## src/rtl/rule_readback_pkg.sv

```systemverilog
// rule_readback_pkg: shared constants, FSM state type and popcount helper for the rule read-back decoder
package rule_readback_pkg;
  localparam int LUT_AW = 5;
  localparam int RULES_PER_SLICE = 8;
  localparam int SWEEP_LEN = 32;
  typedef enum logic [1:0] {IDLE, SWEEP, DRAIN} state_t;
  function automatic logic [2:0] popcount5(input logic [4:0] v);
    return 3'(v[0]) + 3'(v[1]) + 3'(v[2]) + 3'(v[3]) + 3'(v[4]);
  endfunction
endpackage

```

## src/rtl/rule_readback_group_decoder.sv

```systemverilog
// group_decoder: per-group accumulator that rebuilds a 5-bit ternary cube from the sampled match addresses
//   wclk, reset (async active-low), clr (restart accumulation), hit (sampled match bit is set),
//   addr (address the hit belongs to), key/mask (recovered cube), ok (group is a non-empty cube)
module group_decoder
  import rule_readback_pkg::*;
(
  input  logic              wclk,
  input  logic              reset,
  input  logic              clr,
  input  logic              hit,
  input  logic [LUT_AW-1:0] addr,
  output logic [LUT_AW-1:0] key,
  output logic [LUT_AW-1:0] mask,
  output logic              ok
);
  logic [LUT_AW-1:0] and_acc, or_acc, dc;
  logic [5:0] hits;
  always_ff @(posedge wclk or negedge reset) begin
    if (!reset) begin
      and_acc <= '1;
      or_acc  <= '0;
      hits    <= '0;
    end else if (clr) begin
      and_acc <= '1;
      or_acc  <= '0;
      hits    <= '0;
    end else if (hit) begin
      and_acc <= and_acc & addr;
      or_acc  <= or_acc | addr;
      hits    <= hits == 6'(SWEEP_LEN) ? hits : hits + 6'd1;
    end
  end
  // bits seen both as 0 and 1 are don't-cares; a true cube has exactly 2^|dc| members
  assign dc   = and_acc ^ or_acc;
  assign key  = hits == '0 ? '0 : and_acc & ~dc;
  assign mask = hits == '0 ? '0 : dc;
  assign ok   = hits != '0 && hits == (6'd1 << popcount5(dc));
endmodule

```

## src/rtl/rule_readback.sv

```systemverilog
// rule_readback: sweeps all LUTRAM addresses of a slice and reconstructs one stored rule as key/mask
//   wclk/reset: clock and async active-low reset; start/rd_sel/rule_id: request, slice and rule
//   rd_slice/rd_addr: registered read select and per-group address; rd_data: LUTRAM match bits
//   busy/done: progress and completion pulse; key_out/mask_out/rule_valid: decoded result
module rule_readback
  import rule_readback_pkg::*;
#(
  parameter int D  = 512,
  parameter int W  = 40,
  parameter int SN = 2,
  parameter int RL = 1
) (
  input  logic                wclk,
  input  logic                reset,
  input  logic                start,
  input  logic [SN-1:0]       rd_sel,
  input  logic [2:0]          rule_id,
  output logic [SN-1:0]       rd_slice,
  output logic [W-1:0]        rd_addr,
  input  logic [W*8/5-1:0]    rd_data,
  output logic                busy,
  output logic                done,
  output logic [W-1:0]        key_out,
  output logic [W-1:0]        mask_out,
  output logic                rule_valid
);
  localparam int G = W / LUT_AW;
  if (W % LUT_AW != 0 || RL < 1 || RL > 4 || D % RULES_PER_SLICE != 0) begin : g_bad_cfg
    $error("rule_readback: illegal parameter set");
  end
  state_t state;
  logic [LUT_AW-1:0] cnt;
  logic [2:0] rid;
  logic [RL-1:0] vld;
  logic [LUT_AW-1:0] ap [RL];
  logic [W-1:0] key_c, mask_c;
  logic [G-1:0] ok;
  logic fin, clr;
  // cnt is reused as the drain counter after wrapping past 31
  assign fin = state == DRAIN && cnt == LUT_AW'(RL);
  assign clr = state == IDLE && start;
  always_ff @(posedge wclk or negedge reset) begin
    if (!reset) begin
      state      <= IDLE;
      cnt        <= '0;
      rid        <= '0;
      vld        <= '0;
      for (int i = 0; i < RL; i++) ap[i] <= '0;
      rd_slice   <= '0;
      rd_addr    <= '0;
      busy       <= 1'b0;
      done       <= 1'b0;
      key_out    <= '0;
      mask_out   <= '0;
      rule_valid <= 1'b0;
    end else begin
      done   <= fin;
      busy   <= state == SWEEP || (state == DRAIN && !fin);
      vld[0] <= state == SWEEP;
      ap[0]  <= cnt;
      for (int i = 1; i < RL; i++) begin
        vld[i] <= vld[i-1];
        ap[i]  <= ap[i-1];
      end
      case (state)
        IDLE: begin
          rd_addr <= '0;
          if (start) begin
            state    <= SWEEP;
            cnt      <= '0;
            rd_slice <= rd_sel;
            rid      <= rule_id;
          end
        end
        SWEEP: begin
          rd_addr <= {G{cnt}};
          cnt     <= cnt + 1'b1;
          state   <= cnt == LUT_AW'(SWEEP_LEN - 1) ? DRAIN : SWEEP;
        end
        default: begin
          cnt <= cnt + 1'b1;
          if (fin) begin
            state      <= IDLE;
            rd_addr    <= '0;
            key_out    <= key_c;
            mask_out   <= mask_c;
            rule_valid <= &ok;
          end
        end
      endcase
    end
  end
  for (genvar g = 0; g < G; g++) begin : g_grp
    logic [RULES_PER_SLICE-1:0] lane;
    assign lane = rd_data[g*RULES_PER_SLICE +: RULES_PER_SLICE];
    group_decoder u_dec (
      .wclk(wclk),
      .reset(reset),
      .clr(clr),
      .hit(vld[RL-1] & lane[rid]),
      .addr(ap[RL-1]),
      .key(key_c[g*LUT_AW +: LUT_AW]),
      .mask(mask_c[g*LUT_AW +: LUT_AW]),
      .ok(ok[g])
    );
  end
endmodule

```

## config.mk

```make
export PLATFORM = sky130hd
export DESIGN_NAME = rule_readback
export DESIGN_NICKNAME = d
export VERILOG_FILES = /design/src/rtl/rule_readback_pkg.sv /design/src/rtl/rule_readback_group_decoder.sv /design/src/rtl/rule_readback.sv
export SDC_FILE = /design/constraint.sdc
export NUM_CORES = 1
export LEC_CHECK = 0
export CORE_MARGIN = 2
export CORE_UTILIZATION = 49
export CTS_CLUSTER_SIZE = 16
export DETAILED_ROUTE_END_ITERATION = 16
export PLACE_DENSITY = 0.88
export SLEW_MARGIN = 20
export SYNTH_ARGS = -nofsm -noshare
export SYNTH_HDL_FRONTEND = slang
export SYNTH_SLANG_ARGS = --single-unit
```

## constraint.sdc

```tcl
create_clock -name wclk -period 3.4 [get_ports wclk]
set_clock_uncertainty 0.05 [all_clocks]
set_input_delay 0.68 -clock wclk [delete_from_list [all_inputs] [get_ports wclk]]
set_output_delay 0.68 -clock wclk [all_outputs]
set_load 0.05 [all_outputs]
```

==> summary.log, run 1 <==
qor: floorplanning.io-pin-count 197
qor: clocking.hold_fix_buffers_at_cts 0
qor: detailed_routing.routed_wire_length_per_instance 18.4 um
qor: clocking.cts-htree-levels 1
qor: critical_path.crit_type reg -> reg
qor: detailed_routing.detail-route-antenna-nets 0
qor: sta.relSlewSlack 0.419
qor: synth.yosys_warnings 0
qor: critical_path.worstPathRequired 3.77 ns
qor: detailed_routing.detail_route.vias_per_cell 5.71
qor: synth.synth.lib_cells_used.distinct 57
qor: global_routing.global_route_wire_length_before_repair 50600 um
qor: synth.postSynthAreaPerCell 10.7 um2
qor: critical_path.crit_path_end_kind register
qor: placed_design.port_buffers 196
qor: global_routing.grt_antenna_before_repair 0
qor: final_layout.finish.net_count 1486
qor: synth.ys_async_sr_fraction 1.00
qor: synth.post_synth_inst_count 1128
qor: sta.clock_period_minus_final_worst_setup_slack 3.60 ns
qor: synth.synth_top_cell_by_area sky130_fd_sc_hd__dfrtp_1
qor: clocking.cts.clk_slew.worst_paths 0.06 ns
qor: run_status.outcome finished with violations
qor: critical_path.crit_path_start_kind register
qor: synth.mappedNetlistNets 1291
qor: floorplanning.fp-row-count 57
qor: final_layout.final.fill_count 1786
qor: detailed_routing.drt-pass1-iter-count 7
qor: final_layout.final_core_util 0.636
qor: synth.ys_top_cells_by_area sky130_fd_sc_hd__dfrtp_1 40%, sky130_fd_sc_hd__dfstp_2 8.7%, sky130_fd_sc_hd__ha_1 7.7%, sky130_fd_sc_hd__a22o_1 5.9%, sky130_fd_sc_hd__nor2_1 3.2%
qor: clocking.clock_sink_count 234
qor: final_layout.antenna-diode-count 0
qor: floorplanning.dieWidth 161 um
qor: floorplanning.design.die.area 26000 um2
qor: synth.synth_top_flop_cell sky130_fd_sc_hd__dfrtp_1
qor: clocking.tritoncts yes
qor: run_status.failed_checks negative setup slack
qor: placed_design.finalWeightedCongestion 0.870
qor: synth.synthesized_flop_and_latch_total 234
qor: global_routing.grtUsageTotal 0.240
qor: sta.finalSetupViolCount 1
qor: global_routing.largest_net_degree_at_the_start_of_global_routing 94
qor: critical_path.crit-reg2reg-launch g_grp[6].u_dec.and_acc[0]$_DFFE_PN1P_
qor: final_layout.fin_area 15500 um2
qor: critical_path.crit_path_arrival_time 3.98 ns
qor: synth.synth.cell_area 12100 um2
qor: sta.rsz0062_at_grt true
qor: final_layout.layoutNonFillerInstCount 1665
qor: clocking.insertion_delay 0.51 ns
qor: sta.finalHoldViolations 0
qor: global_routing.globalRoute.totalOverflow 0
qor: clocking.cts_made_buffers 25
qor: critical_path.cp_startpoint g_grp[6].u_dec.and_acc[0]$_DFFE_PN1P_
qor: synth.ys_seq_area_frac 0.487
qor: placed_design.dpl-instance-area 14500 um2
qor: job.reported_max_cap_violation_count 0
qor: sta.worstMarginPinSlew 0.872 ns
qor: detailed_routing.detailedRoute.firstIterationViolations 741
qor: sta.slew_viol_final 0
qor: critical_path.r2r_cells 12
qor: floorplanning.die_height 161 um
qor: synth.synth.cells.most_frequent 194 x sky130_fd_sc_hd__dfrtp_1, 102 x sky130_fd_sc_hd__nor2_1, 89 x sky130_fd_sc_hd__nand2_1
qor: sta.setup-tns-final -0.203 ns
qor: synth.synth-edff-count 0
qor: global_routing.grt_pass1_vias 9766
qor: detailed_routing.post-route-drc-count 0
qor: min_path.min_path_type in -> async
qor: final_layout.drive_above_1_share 0.149
qor: critical_path.worst-path-max-fanout 2
qor: floorplanning.floorplan_core_area 24300 um2
qor: placed_design.dpl.cell_count 1615
qor: critical_path.r2r-end rule_valid$_DFFE_PN0P_
qor: detailed_routing.wirelength 30600 um
qor: detailed_routing.num_vias 9506
qor: placed_design.dp_hpwl 21200 um
qor: synth.synth_top_area_frac 0.400
qor: floorplanning.floorplan.initialDensity 0.498
qor: clocking.root_buffer sky130_fd_sc_hd__clkbuf_16
qor: sta.finalCritPeriodShare 1.06
qor: synth.yosysMostFrequentCell sky130_fd_sc_hd__dfrtp_1
qor: critical_path.r2r_slack -0.20 ns
qor: sta.finalWorstSetupSlack -0.203 ns
qor: clocking.ctsLongestPathBuffers 3
qor: sta.clock.fmax 0.278 GHz
qor: final_layout.areaGrowthSynthToFinish 27.6%
## state kept, by name (all words and copies together), names as in the netlist, 2 cells and up
register	flops
ap	5
cnt	5
g_grp.u_dec.and_acc	40
g_grp.u_dec.hits	48
g_grp.u_dec.or_acc	40
key_out	40
mask_out	40
rd_addr	5
rd_slice	2
rid	3
state	2
## worst max-delay path by stage
stage,endpoint,cells after the start
floorplan,rule_valid$_DFFE_PN0P_,13
global placement,rule_valid$_DFFE_PN0P_,14
detailed placement,rule_valid$_DFFE_PN0P_,14
CTS,rule_valid$_DFFE_PN0P_,12
global route,rule_valid$_DFFE_PN0P_,12
finish,rule_valid$_DFFE_PN0P_,12
## layer usage
| metal | up-vias | wire length, um | global-route usage | share of wire |
|---|---|---|---|---|
| met1 | 4714 | 12400 | 0.315 | 0.40 |
| li1 | 4321 | - | - | - |
| met5 | - | 0 | 0 | 0 |
| met4 | 0 | 1140 | 0.0869 | 0.037 |
| met3 | 80 | 2000 | 0.0406 | 0.065 |
| met2 | 391 | 15100 | 0.406 | 0.49 |
## critical path, stage by stage (launching register included)
cell and delay [ns]:
sky130_fd_sc_hd__dfstp_2 0.56, sky130_fd_sc_hd__ha_4 0.22, sky130_fd_sc_hd__ha_4 0.25, sky130_fd_sc_hd__inv_1 0.05, sky130_fd_sc_hd__fa_1 0.53, sky130_fd_sc_hd__inv_1 0.05
sky130_fd_sc_hd__ha_2 0.20, sky130_fd_sc_hd__fa_2 0.47, sky130_fd_sc_hd__or3_1 0.40, sky130_fd_sc_hd__xor2_1 0.19, sky130_fd_sc_hd__and4_1 0.22, sky130_fd_sc_hd__nand4_1 0.09
sky130_fd_sc_hd__o31ai_1 0.24
## cell usage in the layout, fill, tap and decap left out, types with 6 or more instances in the layout
master / instances
sky130_fd_sc_hd__clkbuf_1: 7
sky130_fd_sc_hd__nand3_1: 18
sky130_fd_sc_hd__clkdlybuf4s50_1: 195
sky130_fd_sc_hd__nor2b_1: 8
sky130_fd_sc_hd__nor4_1: 8
sky130_fd_sc_hd__clkbuf_16: 25
sky130_fd_sc_hd__o21ai_0: 57
sky130_fd_sc_hd__nor3_1: 15
sky130_fd_sc_hd__ha_4: 11
sky130_fd_sc_hd__inv_1: 69
sky130_fd_sc_hd__clkbuf_8: 6
sky130_fd_sc_hd__nand3b_1: 7
sky130_fd_sc_hd__xor2_1: 31
sky130_fd_sc_hd__nand4_1: 19
sky130_fd_sc_hd__nor3b_1: 8
sky130_fd_sc_hd__and2_1: 7
sky130_fd_sc_hd__nand2_1: 89
sky130_fd_sc_hd__xnor2_1: 26
sky130_fd_sc_hd__dfrtp_1: 194
sky130_fd_sc_hd__nand2b_1: 14
sky130_fd_sc_hd__buf_4: 54
sky130_fd_sc_hd__nor2_1: 102
sky130_fd_sc_hd__a22o_1: 81
sky130_fd_sc_hd__a21oi_1: 59
sky130_fd_sc_hd__ha_1: 60
sky130_fd_sc_hd__fa_1: 14
sky130_fd_sc_hd__dfstp_2: 40
sky130_fd_sc_hd__mux4_2: 16
sky130_fd_sc_hd__mux2_2: 9
## cells by family after synthesis
| group | Yosys count | synth area share |
|---|---|---|
| multiplexers | 29 | 0.0414 |
| buffers and inverters | 155 | 0.0639 |
| XOR/XNOR | 57 | 0.0412 |
| AND/OR/NAND/NOR | 336 | 0.137 |
| AO/OA/AOI/OAI | 226 | 0.126 |
| flip-flops | 234 | 0.487 |
| adder cells (fa/ha/maj) | 91 | 0.104 |
## metrics by stage
stage / setup slack [ns] / hold WS, ns
after floorplan: -0.00386 / 0.334
after global placement: -0.151 / 0.417
after detailed placement: -0.287 / 0.421
after CTS: -0.154 / 0.133
after global routing: -0.331 / 0.153
final: -0.203 / 0.103
## cell type report
| cell class | count | area [um2] | share of cell area |
|---|---|---|---|
| clock buffers | 38 | 734 | 0.0475 |
| multi-input cells | 739 | 5640 | 0.364 |
| well taps | 324 | 405 | 0.0262 |
| clock inverters | 7 | 87.6 | 0.00566 |
| repair buffers | 253 | 2430 | 0.157 |
| inverters | 70 | 263 | 0.0170 |
| flip-flops and latches | 234 | 5910 | 0.382 |
## timing repair
item                       in CTS  in global routing
buffers inserted                5                  0
setup endpoints to repair       1                  1
gates resized for setup        15                  3
pin swaps                      11                  2
Power of run 1 is not shown: default switching activity piles up to over one toggle a cycle in this logic, so the estimate is an artifact.
==> run 2, diff against run 1 <==
--- a/config.mk
+++ b/config.mk
@@ -9,6 +9,8 @@
 export CORE_UTILIZATION = 49
 export CTS_CLUSTER_SIZE = 16
 export DETAILED_ROUTE_END_ITERATION = 16
+export GPL_TIMING_DRIVEN = 0
+export HOLD_SLACK_MARGIN = 0.12
 export PLACE_DENSITY = 0.88
 export SLEW_MARGIN = 20
 export SYNTH_ARGS = -nofsm -noshare
==> summary.log, run 2 (same netlist as run 1, synthesis figures left out) <==
qor: detailed_routing.num_vias 9941
qor: floorplanning.floorplan_core_area 24300 um2
qor: sta.relSlewSlack 0.340
qor: clocking.root_buffer sky130_fd_sc_hd__clkbuf_16
qor: clocking.clock_sink_count 234
qor: placed_design.finalWeightedCongestion 0.941
qor: clocking.ctsLongestPathBuffers 3
qor: detailed_routing.met2_wirelength_from_detailed_routing 16300 um
qor: sta.setup-tns-final -0.209 ns
qor: clocking.insertion_delay 0.53 ns
qor: critical_path.r2r-end rule_valid$_DFFE_PN0P_
qor: detailed_routing.post-route-drc-count 0
qor: run_status.failed_checks negative setup slack
qor: detailed_routing.detailedRoute.firstIterationViolations 1059
qor: placed_design.port_buffers 196
qor: critical_path.worst-path-max-fanout 4
qor: critical_path.crit_path_arrival_time 3.99 ns
qor: clocking.tritoncts yes
qor: floorplanning.die_height 161 um
qor: sta.clock_period_minus_final_worst_setup_slack 3.61 ns
qor: critical_path.r2r_slack -0.21 ns
qor: sta.finalSetupViolCount 1
qor: detailed_routing.top_signal_layer_used met4
qor: job.reported_max_cap_violation_count 0
qor: critical_path.worstPathRequired 3.78 ns
qor: global_routing.grt_antenna_before_repair 0
qor: final_layout.top_register_by_number_of_flip_flops g_grp.u_dec.hits
qor: final_layout.layout.cells.most_common_list 195 x sky130_fd_sc_hd__clkdlybuf4s50_1, 194 x sky130_fd_sc_hd__dfrtp_1, 102 x sky130_fd_sc_hd__nor2_1, 89 x sky130_fd_sc_hd__nand2_1, 81 x sky130_fd_sc_hd__a22o_1
qor: floorplanning.design.die.area 26000 um2
qor: sta.clock.fmax 0.277 GHz
qor: sta.finalCritPeriodShare 1.06
qor: final_layout.drive_above_1_share 0.155
qor: min_path.min_from g_grp[7].u_dec.and_acc[1]$_DFFE_PN1P_
qor: global_routing.globalRoute.totalOverflow 0
qor: critical_path.crit_path_start_kind register
qor: final_layout.areaGrowthSynthToFinish 29.7%
qor: placed_design.dpl-instance-area 14600 um2
qor: critical_path.crit_type reg -> reg
qor: critical_path.crit-reg2reg-launch g_grp[1].u_dec.and_acc[1]$_DFFE_PN1P_
qor: critical_path.r2r_cells 13
qor: detailed_routing.routed_wire_length_per_instance 20.3 um
qor: floorplanning.fp-row-count 57
qor: global_routing.grt_pass1_vias 10300
qor: final_layout.fin_area 15700 um2
qor: sta.rsz0062_at_grt true
qor: critical_path.crit_path_end_kind register
qor: sta.slew_viol_final 0
qor: final_layout.largest_register_ffs 48
qor: sta.worstMarginPinSlew 0.990 ns
qor: min_path.min_path_type reg -> reg
qor: detailed_routing.wirelength_met1 13300 um
qor: final_layout.final.fill_count 1748
qor: global_routing.largest_net_degree_at_the_start_of_global_routing 103
qor: run_status.outcome finished with violations
qor: min_path.whs_endpoint g_grp[7].u_dec.and_acc[1]$_DFFE_PN1P_
qor: clocking.cts.clk_slew.worst_paths 0.07 ns
qor: detailed_routing.detail-route-antenna-nets 0
qor: global_routing.grtUsageTotal 0.268
qor: final_layout.seqCellArea 5910 um2
qor: clocking.cts-htree-levels 1
qor: detailed_routing.drt-pass1-iter-count 6
qor: final_layout.multi_input_area 5670 um2
qor: detailed_routing.route.met3.wl 2950 um
qor: placed_design.dp_hpwl 23600 um
qor: final_layout.finish.net_count 1521
qor: global_routing.global_route_wire_length_before_repair 55200 um
qor: detailed_routing.wirelength 34600 um
qor: sta.finalHoldViolations 0
qor: floorplanning.io-pin-count 197
qor: detailed_routing.detail_route.vias_per_cell 5.84
qor: final_layout.layout_commonest_cell sky130_fd_sc_hd__clkdlybuf4s50_1
qor: final_layout.antenna-diode-count 0
qor: clocking.cts_made_buffers 26
qor: sta.finalWorstSetupSlack -0.209 ns
qor: min_path.worst_hold_path.num_cells 2
qor: floorplanning.floorplan.initialDensity 0.498
qor: floorplanning.dieWidth 161 um
## run 2: layer usage
layer / global-route usage / vias up
met5: 0 / -
met4: 0.123 / 0
met3: 0.0547 / 141
met2: 0.439 / 561
met1: 0.344 / 4849
li1: - / 4390
## run 2: through the flow
stage               worst slack (ns)  instances  hold WS (ns)   util
floorplan                   -0.00386       1128         0.334      -
global placement               -7.83       1648         0.412  0.599
detailed placement            -0.275       1650         0.421  0.601
CTS                           -0.144       1701         0.430  0.643
global route                  -0.326       1702         0.441  0.647
finish                        -0.209       1702         0.428  0.647
## run 2: area by class of cell
| type | instances | area share |
|---|---|---|
| Tap cell | 324 | 0.0258 |
| Multi-Input combinational cell | 739 | 0.361 |
| Timing Repair Buffer | 202 | 0.131 |
| Clock inverter | 15 | 0.0108 |
| Buffer | 85 | 0.0325 |
| Sequential cell | 234 | 0.376 |
| Inverter | 70 | 0.0169 |
| Clock buffer | 33 | 0.0469 |
## run 2: worst max-delay path by stage
stage	startpoint	endpoint	depth (start not counted)	slack (ns)
after floorplan	g_grp[2].u_dec.and_acc[1]$_DFFE_PN1P_	rule_valid$_DFFE_PN0P_	13	-0.004
after global placement	reset	key_out[28]$_DFFE_PN0P_	1	-7.83
after detailed placement	g_grp[2].u_dec.and_acc[0]$_DFFE_PN1P_	rule_valid$_DFFE_PN0P_	13	-0.27
after CTS	g_grp[2].u_dec.and_acc[0]$_DFFE_PN1P_	rule_valid$_DFFE_PN0P_	13	-0.14
after global routing	g_grp[6].u_dec.and_acc[1]$_DFFE_PN1P_	rule_valid$_DFFE_PN0P_	12	-0.33
final	g_grp[1].u_dec.and_acc[1]$_DFFE_PN1P_	rule_valid$_DFFE_PN0P_	13	-0.21
## run 2: repair_timing
action                                 CTS  global route
hold buffers                             1             0
pin swaps                               11             4
resized for setup                       21            15
setup endpoints to repair                1             1
setup buffers                            2             1
endpoints found under the hold margin   55             0
## run 2: critical path, cell delays in order, from the launching register on
cell and delay, ns:
sky130_fd_sc_hd__dfstp_2 0.53, sky130_fd_sc_hd__ha_1 0.25, sky130_fd_sc_hd__ha_1 0.29, sky130_fd_sc_hd__inv_1 0.04
sky130_fd_sc_hd__fa_1 0.48, sky130_fd_sc_hd__inv_1 0.05, sky130_fd_sc_hd__ha_1 0.19, sky130_fd_sc_hd__fa_1 0.50
sky130_fd_sc_hd__nand2b_4 0.18, sky130_fd_sc_hd__o21ai_0 0.18, sky130_fd_sc_hd__a21oi_1 0.13, sky130_fd_sc_hd__a21oi_1 0.27
sky130_fd_sc_hd__nand4_1 0.13, sky130_fd_sc_hd__o31ai_1 0.24
Power of run 2 is left out for the same reason.
